--- config.mk ---
export PLATFORM = sky130hd
export DESIGN_NAME = load_unit
export DESIGN_NICKNAME = d
export VERILOG_FILES = /design/src/rtl/load_unit.sv
export SDC_FILE = /design/constraint.sdc
export NUM_CORES = 1
export LEC_CHECK = 0
export BUFFER_PORTS_ARGS = -buffer_cell sky130_fd_sc_hd__buf_2
export CORE_ASPECT_RATIO = 1.75
export CORE_MARGIN = 8
export CORE_UTILIZATION = 30
export DETAILED_ROUTE_END_ITERATION = 6
export PLACE_DENSITY_LB_ADDON = 0.3
export SYNTH_ARGS = -nofsm -noshare
export SYNTH_HDL_FRONTEND = slang
export SYNTH_SLANG_ARGS = --single-unit
export TNS_END_PERCENT = 30
--- constraint.sdc ---
create_clock -name clk -period 5.3 [get_ports clk]
set_input_delay 0.265 -clock clk [delete_from_list [all_inputs] [get_ports clk]]
set_output_delay 0.265 -clock clk [all_outputs]
set_load 0.02 [all_outputs]
--- src/rtl/load_unit.sv ---
// RV32I load unit: word reads from a combinational data memory, byte/half/word extract and extend.
// Define MISALIGN_TRAP_EN to trap misaligned loads with ld_err instead of splitting them.
module load_unit #(
  parameter int ADDR_W   = 32,
  parameter bit ERR_ZERO = 1'b1
) (
  input  logic              clk,
  input  logic              reset,
  input  logic              req_valid,
  output logic              req_ready,
  input  logic [ADDR_W-1:0] ld_addr,
  input  logic [2:0]        funct3,
  output logic [ADDR_W-1:0] mem_a,
  input  logic [31:0]       mem_rd,
  output logic              ld_valid,
  output logic [31:0]       rdata,
  output logic              ld_err
);

  // state | meaning
  // IDLE  | ready for a request
  // RD0   | reading the word holding the first byte
  // RD1   | reading the following word of a split access
  // RESP  | result presented with ld_valid
  typedef enum logic [1:0] {IDLE, RD0, RD1, RESP} state_t;

  state_t            state, state_nxt;
  logic [ADDR_W-1:0] addr_q;
  logic [2:0]        f3_q;
  logic [31:0]       w0, w1, rdata_q;

  logic              f3_ok, misalign, need_rd1, err;
  logic [ADDR_W-1:0] word_a;
  logic [63:0]       pair;
  logic [31:0]       sh, res;

  assign word_a = {addr_q[ADDR_W-1:2], 2'b00};

  always_comb begin
    f3_ok = (f3_q == 3'b000) || (f3_q == 3'b001) || (f3_q == 3'b010) ||
            (f3_q == 3'b100) || (f3_q == 3'b101);
`ifdef MISALIGN_TRAP_EN
    // Halfwords must be naturally aligned when trapping, not just within one word.
    misalign = ((f3_q[1:0] == 2'b01) && addr_q[0]) ||
               ((f3_q == 3'b010) && (addr_q[1:0] != 2'b00));
    need_rd1 = 1'b0;
    err      = !f3_ok || misalign;
`else
    misalign = ((f3_q[1:0] == 2'b01) && (addr_q[1:0] == 2'b11)) ||
               ((f3_q == 3'b010) && (addr_q[1:0] != 2'b00));
    need_rd1 = f3_ok && misalign;
    err      = !f3_ok;
`endif
  end

  always_comb begin
    pair = {w1, w0};
    sh   = 32'(pair >> {addr_q[1:0], 3'b000});
    res  = 32'h0;
    if (err) begin
      res = ERR_ZERO ? 32'h0 : w0;
    end else begin
      case (f3_q)
        3'b000:  res = {{24{sh[7]}}, sh[7:0]};
        3'b001:  res = {{16{sh[15]}}, sh[15:0]};
        3'b010:  res = sh;
        3'b100:  res = {24'h0, sh[7:0]};
        3'b101:  res = {16'h0, sh[15:0]};
        default: res = 32'h0;
      endcase
    end
  end

  always_comb begin
    state_nxt = state;
    req_ready = 1'b0;
    ld_valid  = 1'b0;
    ld_err    = 1'b0;
    mem_a     = '0;
    rdata     = rdata_q;
    case (state)
      IDLE: begin
        req_ready = 1'b1;
        if (req_valid) state_nxt = RD0;
      end
      RD0: begin
        mem_a     = word_a;
        state_nxt = need_rd1 ? RD1 : RESP;
      end
      RD1: begin
        mem_a     = word_a + ADDR_W'(4);
        state_nxt = RESP;
      end
      RESP: begin
        ld_valid  = 1'b1;
        ld_err    = err;
        rdata     = res;
        state_nxt = IDLE;
      end
      default: state_nxt = IDLE;
    endcase
  end

  always_ff @(posedge clk) begin
    if (reset) begin
      state   <= IDLE;
      addr_q  <= '0;
      f3_q    <= 3'b0;
      w0      <= 32'h0;
      w1      <= 32'h0;
      rdata_q <= 32'h0;
    end else begin
      state <= state_nxt;
      if (state == IDLE && req_valid) begin
        addr_q <= ld_addr;
        f3_q   <= funct3;
      end
      if (state == RD0)  w0      <= mem_rd;
      if (state == RD1)  w1      <= mem_rd;
      if (state == RESP) rdata_q <= res;
    end
  end

endmodule
# Word level (Yosys, flattened, before mapping)
# Cells that the tools add are included.
# word_totals
register_bits	133
input_bits	70
# op_classes
add_sub_neg	1
n_eq_ne	10
n_shift	1
mux	10
reduce_logical	13
# ops
cell	count
$pmux 32 s5	1
$mux 32	2
$pmux 32 s2	1
$shr 64x5->32	1
$add 32x3->32 const B	1
$pmux 2 s4	1
$eq 2x2->1 const B	3
$eq 3x3->1 const B	2
$logic_or 1x1->1	5
$eq 2x1->1 const B	2
$logic_and 1x1->1	4
$mux 1	4
$eq 3x1->1 const B	1
$eq 3x2->1 const B	1
$logic_not 3->1	1
$logic_not 2->1	1
$mux 2	1
$ne 2x2->1 const B	1
$reduce_bool 2->1	1
$logic_not 1->1	1

# Depth between registers and ports, before layout
# logic_depth
ltp_word	8
mapped_depth	9
depth_no_buf	7

# Worst setup path before layout
# No wires, ideal clock.
# synth_timing
kind	register to output
start	reg state[0]
end	out mem_a[24]
arrival_ns	2.111
t_required_ns	5.035
setup_slack_ns	2.924
path_stages_with_launch	8
path_buffers	1
cell_sequence	dfxtp_1 -> inv_1 -> ha_1 -> clkbuf_1 -> clkinv_1 -> nor2_1 -> nand3_1 -> o31ai_1
# synth_between
elab_chain_len	2
elab_cells_between_ends	3
cone_classes	eq/ne: 2; mux: 1
# synth_lines
item	line_no	source
start, declared	27	state_t state, state_nxt;
start signal, assigned	113	state <= state_nxt;
$eq 2x2->1 or $eq 2x1->1 (tied branches)	81	case (state)
$pmux 32 s2 (*)	81	
end, declared	13	output logic [ADDR_W-1:0] mem_a,
# Every way passes the cells marked *; elsewhere a longest branch is shown, timed or not.

# Worst setup path after layout
# layout_timing
start	reg state[0]
end	out mem_a[26]
# Same word-level chain as after synthesis.

==> metrics <==
main combinational cell family by area after synthesis=simple AND/OR/NAND/NOR gates; Setup-failing EPs final=0; sequential element share of the synthesized area=38.7%; post-route worst setup slack=1720 ps; FF-to-FF setup slack=2340 ps; RSZ-0062 raised after global routing=false; status=finished clean; worst path required time=5040 ps; Final Max Tran Viols=0; postcts setup bufs=0; worst skew pair latency=430 ps; main flop type after synthesis=dfxtp_1; drt pass-1 iters=5; DRT iter0 DRCs=438; slowest stage delay, CP=660 ps; Cells after Synth=804; first-pass GRT wire length=32800 um; worst setup path endpoint=mem_a[26]; element type at the critical path end=primary output; fmax=279 MHz; DP HPWL=15700 um; power per cell area=426 nW/um^2; Worst R2R End=rdata_q[12]$_SDFF_PP0_; Die Span Y=210 um; Post-Place Cells=1133; Arrival @ worst endpoint=3320 ps; Worst path depth=9; final core occ=37.0%; number of enable flip-flop cells after synthesis=0; worst path bufs/invs=4; All-Layer GR Usage=15.9%; DIE WIDTH=127 um; Syn Area/Cell=8.04 um^2; via count=6095; clock buffer depth=2; layout cell share with drive strength beyond 1=22.7%; worst r2r src=state[0]$_SDFFE_PP0P_; htree depth=4; crit path kind=reg2out; CP Cell Sequence=inv_1, ha_2, buf_4, clkinv_1, nor2_1, or2_2, o311ai_0, o41ai_1, buf_2; port bufs=134; Crit Path Max Fanout=37; Slew headroom=30.1%; Final period util=67.6%; vias in the first global route=5936; number of nets in the layout=972; initial antenna violation count=1; Fin Setup TNS=0 ps; worst min-delay path class=in2reg; worst-path cell with the longest stage delay=nor2_1; DR vias/cell=5.23; clk_skew=9.10 ps; area grow syn2layout=22.0%; total length of routed wires=21300 um; post-route non-filler standard cell count=1165; pin count of the biggest net entering global routing=92; Core ar.=21300 um^2; area share of fa/ha/maj cells after synthesis=0.967%; R2R depth=4; drt drc=0; mux contribution to synthesized area=16.5%; TritonCTS Buffers=17; Synth Area in Compound Gates=19.0%; final hold vios=0; wire per inst=18.3 um; clock sink total=125; Yosys reg bits=125; CTS Hold Bufs=0; xor-xnor portion of the synthesized cell area=0.271%; CTS tree=yes; number of max-cap violations=0; Row Count=71; VDD IR-drop max=0.000216 V; Slew @ Worst Pin=1050 ps; Post-Syn Area=6470 um^2; starting density of the core=30.3%; Die ar.=26700 um^2; Async SR Flop Fraction=0%; crit start category=register; crit path launch=state[0]$_SDFFE_PP0P_; Syn. warnings=0; Crit path max-delay family=buffers and inverters; GPL Wtd Cong=0.825; post_cts resized=0; leakage power total=3.04 nW; post-synthesis simple-gate area fraction=19.3%; Final min period=3580 ps; Root Driver=clkbuf_16; number of antenna diodes=0; GRT overflow=0; I/O pins=137; clock transition at the registers of the reported paths=60 ps; post-route ant nets=0; Post-Place Worst Slack=2200 ps; Fillers=2268; Synth cell types=51
==> state kept, by name, summed over array words and instances (netlist names) <==
register / cells
addr_q: 32
rdata_q: 32
w0: 32
w1: 24
f3_q: 3
state: 2
==> report_power, final <==
group | internal (mW) | switching, mW
registers | 1.06 | 0.138
logic | 0.335 | 0.563
clock network | 0.816 | 0.445
total | 2.21 | 1.15
==> cells in the mapped netlist, types with 2 or more instances <==
library cell	count	area share, %
and3_1	3	0.29
o32ai_1	8	1.1
mux4_2	4	1.4
dfxtp_1	125	39
o21ai_0	52	4.0
and2_1	2	0.19
buf_2	8	0.62
nor3_1	4	0.31
o2bb2ai_1	8	1.1
o22ai_1	24	2.3
xnor2_1	2	0.27
buf_4	2	0.23
buf_1	7	0.41
nand4_1	8	0.77
o31ai_1	6	0.70
nor2_1	78	4.5
nor3_2	2	0.31
clkbuf_1	51	3.0
nand2b_1	8	0.77
or4_1	5	0.58
nor2b_1	8	0.77
or3_1	3	0.29
ha_1	5	0.97
o41ai_1	2	0.27
mux2_2	15	2.6
a21oi_1	74	5.7
or2_2	4	0.39
a21o_1	2	0.23
o21ai_1	4	0.31
o311ai_0	3	0.41
inv_1	14	0.81
mux2i_1	81	13
nand3_1	17	1.3
o211ai_1	4	0.46
a31oi_1	16	1.5
a22oi_1	3	0.35
nand2_1	128	7.4
==> how the worst min path moves through the flow <==
| stage | startpoint | cells after the start | to |
|---|---|---|---|
| 2_1_floorplan | ld_addr[16] | 2 | addr_q[16]$_SDFFE_PP0P_ |
| 3_3_place_gp | rdata_q[30]$_SDFF_PP0_ | 2 | rdata_q[30]$_SDFF_PP0_ |
| 3_5_place_dp | rdata_q[30]$_SDFF_PP0_ | 2 | rdata_q[30]$_SDFF_PP0_ |
| 4_1_cts | ld_addr[17] | 3 | addr_q[17]$_SDFFE_PP0P_ |
| 5_1_grt | mem_rd[29] | 3 | w0[29]$_SDFFE_PP0P_ |
| 6_report | mem_rd[30] | 3 | w0[30]$_SDFFE_PP0P_ |
==> tightest hold or removal path, cell delays in order <==
cell and delay [ps]:
buf_2 80, mux2i_1 50, nor2_1 70
==> placed cells by master, fill, tap and decap left out, types with 3 or more instances in the layout <==
master,synthesis,routed
nand4_1,8,8
o21ai_1,4,4
ha_1,5,3
nand2_1,128,128
nor3_1,4,4
or2_2,4,4
or3_1,3,3
a31oi_1,16,16
o21ai_0,52,52
inv_1,14,14
nor2_1,78,78
o31ai_1,6,6
mux4_2,4,4
mux2_2,15,15
o311ai_0,3,3
clkbuf_16,0,17
buf_4,2,8
nor2b_1,8,8
nand2b_1,8,8
o22ai_1,24,24
bufinv_16,0,4
or4_1,5,5
nand3_1,17,17
dfxtp_1,125,123
o211ai_1,4,4
inv_6,0,3
mux2i_1,81,81
and3_1,3,3
buf_2,8,133
a22oi_1,3,3
a21oi_1,74,74
o2bb2ai_1,8,8
o32ai_1,8,8
==> area by class of cell <==
type	count	area, um^2	share of cell area, %
Tap cell	255	319	4.05
Inverter	16	60.1	0.761
Clock buffer	20	457	5.79
Timing Repair Buffer	141	726	9.20
Sequential cell	125	2500	31.8
Clock inverter	12	181	2.30
Multi-Input combinational cell	596	3640	46.1
==> per-stage QoR <==
stage | instance area [um^2] | power (mW) | hold WS [ps]
2_1_floorplan | 6470 | 1.85 | 401
3_3_place_gp | 7250 | 2.11 | 457
3_5_place_dp | 7250 | 2.12 | 470
4_1_cts | 7890 | 3.39 | 57.4
5_1_grt | 7890 | 3.54 | 69.2
6_report | 7890 | 3.36 | 77.5
==> logic make-up (layout without fill, tap and decap cells) <==
logic type,count (synthesis),in the layout
flops,125,125
fa+ha+maj,5,5
compound gates,210,210
other cells,1,2
mux,100,100
simple gates,277,277
buf+inv,84,189
xor+xnor,2,2
==> metal layers <==
| metal | vias to the layer above | track usage (%) | part of all wire (%) |
|---|---|---|---|
| met1 | 2855 | 15.7 | 36 |
| met2 | 174 | 29.6 | 54 |
| met4 | 2 | 8.41 | 3.8 |
| met3 | 37 | 4.05 | 5.4 |
| li1 | 3027 | - | - |
| met5 | - | 0 | 0.038 |
Note: power is estimated with default switching activity, not from simulation.
